### src/rtl/g_and.sv
// g_and: registered bitwise AND of two operands.
// Besides the result, it provides a one-cycle valid pipeline, AND/OR
// reduction flags of the result, and a saturating count of rising edges
// on c[0].
// Every output is a flop, so there is no combinational path from any
// input to any output.
module g_and #(
    parameter int WIDTH = 1,
    parameter int CNT_W = 8
) (
    input  logic             clk,
    input  logic             rst,
    input  logic [WIDTH-1:0] a,
    input  logic [WIDTH-1:0] b,
    input  logic             in_valid,
    output logic [WIDTH-1:0] c,
    output logic             out_valid,
    output logic             all_ones,
    output logic             any_one,
    output logic [CNT_W-1:0] rise_cnt
);

    localparam logic [CNT_W-1:0] CNT_MAX = '1;

    logic [WIDTH-1:0] ab;
    logic             rise;

    assign ab = a & b;

    // A rising edge is seen when the value about to load into c[0] is 1
    // and the value currently held in c[0] is 0. After reset, c[0] holds
    // 0, so the first edge out of reset is compared against that cleared
    // value.
    assign rise = ab[0] & ~c[0];

    // Result and status flags load on every edge. c is not gated by
    // in_valid; downstream logic uses out_valid to qualify it.
    always_ff @(posedge clk) begin
        if (rst) begin
            c         <= '0;
            out_valid <= 1'b0;
            all_ones  <= 1'b0;
            any_one   <= 1'b0;
        end else begin
            c         <= ab;
            out_valid <= in_valid;
            all_ones  <= &ab;
            any_one   <= |ab;
        end
    end

    // The rising-edge counter stops at its maximum value instead of
    // wrapping to zero.
    always_ff @(posedge clk) begin
        if (rst) begin
            rise_cnt <= '0;
        end else if (rise && (rise_cnt != CNT_MAX)) begin
            rise_cnt <= rise_cnt + CNT_W'(1);
        end
    end

endmodule

### config.mk
export PLATFORM = sky130hd
export DESIGN_NAME = g_and
export DESIGN_NICKNAME = d
export VERILOG_FILES = /design/src/rtl/g_and.sv
export SDC_FILE = /design/constraint.sdc
export NUM_CORES = 1
export LEC_CHECK = 0
export CORE_AREA = 2 2 39 41
export CTS_CLUSTER_DIAMETER = 50
export CTS_CLUSTER_SIZE = 12
export DETAILED_ROUTE_END_ITERATION = 8
export DIE_AREA = 0 0 41 43
export GPL_TIMING_DRIVEN = 0
export PLACE_DENSITY = 0.66
export SYNTH_ARGS = -nofsm -noshare
export SYNTH_HDL_FRONTEND = slang
export SYNTH_SLANG_ARGS = --single-unit
### constraint.sdc
create_clock -name clk -period 1.6 [get_ports clk]
set_input_delay 0.48 -clock clk [delete_from_list [all_inputs] [get_ports clk]]
set_output_delay 0.48 -clock clk [all_outputs]
set_load 0.03 [all_outputs]
==> impl_metrics.py <==
metrics = {
    "power": {
        "powerDensity_nw_per_um2": 818,
        "clkPwrFrac_pct": 41.6,
        "power_frac_comb_pct": 10.7,
        "vdd_drop_max_mv": 0.318,
        "p_seq_share_pct": 47.7,
        "p_sw_share_pct": 23.3,
        "p_total_mw": 0.544,
        "internal_power_mw": 0.417,
        "p_leak_nw": 0.274,
        "netSwitchingPower_mw": 0.127,
    },
    "critical_path": {
        "arrival_ns": 1.07,
        "start_kind": "flop",
        "r2r_slack_ns": 0.13,
        "critPathSlowestCell": "dfxtp_1",
        "r2r-start": "rise_cnt[0]",
        "worst_path_largest_cell_delay_ns": 0.41,
        "r2r-end": "rise_cnt[5]",
        "path_max_fanout": 6,
        "crit_chain": "clkdlybuf4s15_1",
        "cp.buffers_inverters": 1,
        "crit_family": "flip-flops",
        "required_ns": 1.12,
        "end_kind": "primary output",
        "reg2reg_depth": 5,
        "path_class": "reg -> out",
    },
    "final_layout": {
        "fin_util_pct": 48.0,
        "layout_common_cells": "dfxtp_1, nor2_1, dlygate4sd2_1",
        "layout_commonest_cell": "dfxtp_1",
        "num_antenna_cells": 0,
        "drive_above_1_share_pct": 23.3,
        "final_nets": 80,
        "area_growth_pct": 41.6,
        "final_cell_area_sq_um": 664,
        "fillCellCount": 148,
    },
    "die": {
        "top_level_ports": 17,
        "dieWidth_um": 41,
        "die_area_sq_um": 1760,
        "rows": 14,
        "coreArea_sq_um": 1380,
        "initial_core_util_pct": 33.9,
        "die_h_um": 43,
    },
    "yosys": {
        "synth_area_leader_cell": "dfxtp_1",
        "seq_area_frac_synth_pct": 42.7,
        "avgSynthCellArea_sq_um": 8.85,
        "yosysUniqueCellTypes": 26,
        "synth_cells": 53,
        "syn_area_sq_um": 469,
        "syn_nets": 59,
        "synth.area.top_cells": "dfxtp_1, nor2_1, xor2_1",
        "ys_ff_latch": 10,
        "synth_warnings": 0,
        "netlist.area_leader.share_pct": 42.7,
    },
    "clocking": {
        "clock_latency_ns": 0.26,
        "cts_num_sinks": 10,
        "cts_tree": "built",
        "htreeDepth": 1,
        "hold_buffers": 0,
        "cts_max_path_buffers": 2,
        "cts-root-buf": "clkbuf_4",
        "cts_buffers": 3,
        "clk_pin_slew_ns": 0.07,
    },
    "run_status": {
        "status": "complete, no violations",
    },
    "placed_design": {
        "dp_hpwl_um": 699,
        "place_area_sq_um": 639,
        "io_buffers": 15,
        "gp_congestion": 0.791,
    },
    "global_routing": {
        "antenna_found_initial": 0,
        "grt_max_degree": 11,
        "first_global_vias": 417,
        "grt_pass1_wl_um": 1520,
        "grt_use_total_pct": 13.0,
        "grt_remaining_overflow": 0,
    },
    "sta": {
        "max_clock_freq_mhz": 645,
        "finalSetupTns_ns": 0,
        "rsz0062_at_grt": "no",
        "whs_ns": 0.508,
        "hold_viol": 0,
        "period_minus_slack_ns": 1.55,
        "setup_violations": 0,
        "slew_viol_final": 0,
        "layout_worst_path_cycle_share_pct": 96.8,
        "slew_headroom_pct": 71.4,
        "worstMarginPinSlew_ns": 0.429,
        "clock_skew_ns": 0.00219,
    },
    "detailed_routing": {
        "finalWirelength_um": 950,
        "postRouteAntennaNets": 0,
        "first_pass_iters": 3,
        "wl_per_cell_um": 10.7,
        "drc": 0,
        "viasPerCell": 5.06,
        "dr.first_iter.drc_count": 17,
        "vias": 450,
    },
    "run": {
        "maxCapViolations": 0,
    },
    "min_path": {
        "worst_hold_startpoint": "rise_cnt[5]",
        "hp-class": "reg -> reg",
        "min_path_cells": 2,
        "worstHoldEndpoint": "rise_cnt[5]",
    },
}
==> how the worst max path moves through the flow <==
stage,from,end,cells after the start
after floorplan,rise_cnt[0],rise_cnt[5],5
after global placement,b,rise_cnt[5],5
after detailed placement,b,rise_cnt[5],5
after CTS,rise_cnt[2],rise_cnt[2],1
after global routing,rise_cnt[6],rise_cnt[6],1
final,rise_cnt[6],rise_cnt[6],1
==> cell families after synthesis <==
group | after synthesis | synth area share, %
flip-flops | 10 | 42.7
adder cells (fa/ha/maj) | 1 | 2.67
buffers and inverters | 5 | 5.60
AND/OR/NAND/NOR | 24 | 28.0
XOR/XNOR | 2 | 3.73
AO/OA/AOI/OAI | 10 | 15.2
multiplexers | 1 | 2.13
==> what timing repair did <==
item                                    in CTS  in global routing
buffers inserted                             1                  0
endpoints found under the hold margin        0                  0
pin swaps                                    1                  1
resized for setup                           19                 10
endpoints found under the setup margin      15                  8
==> power by group through the flow <==
stage / registers [mW] / clock network, mW / logic [mW]
2_1_floorplan: 0.276 / 0 / 0.0247
6_report: 0.259 / 0.226 / 0.0581
3_5_place_dp: 0.265 / 0 / 0.0621
5_1_grt: 0.260 / 0.247 / 0.0630
3_3_place_gp: 0.265 / 0 / 0.0613
4_1_cts: 0.259 / 0.231 / 0.0592
==> synthesized netlist by cell type <==
cell type,number
dfxtp_1,10
nor2_1,6
nand2_1,4
a21oi_1,3
nor3_1,3
and3_1,2
buf_4,2
inv_1,2
o31ai_1,2
or4_1,2
xor2_1,2
a31oi_1,1
and3b_2,1
clkbuf_1,1
ha_1,1
mux2i_1,1
nand3_1,1
nand3_2,1
nand3b_1,1
nand4_1,1
nor2b_1,1
nor4_1,1
o2111a_1,1
o211ai_1,1
o21a_1,1
o21ai_2,1
==> state kept, by name (all words and copies together), names as in the netlist <==
name / cells
rise_cnt: 8
any_one: 1
out_valid: 1
==> layout make-up <==
type	count	area [sq um]	share of cell area, %
buffer	3	18.8	2.82
clock buffer	4	36.3	5.46
inverter	2	7.51	1.13
multi-input combinational	38	253	38.0
sequential	10	200	30.1
tap	16	20.0	3.01
timing repair buffer	16	129	19.4
==> metrics by stage <==
step	setup slack, ns	cells
6_report	0.0504	89
5_1_grt	0.00910	89
4_1_cts	0.0145	89
3_5_place_dp	-0.398	84
3_3_place_gp	-0.385	84
2_1_floorplan	0.0215	53
==> routing by layer <==
metal	wire (um)	track usage [%]
met5	0	0
met4	29	10.0
met3	39	4.71
met2	452	18.8
met1	429	14.7
(Power assumes the default switching activity.)
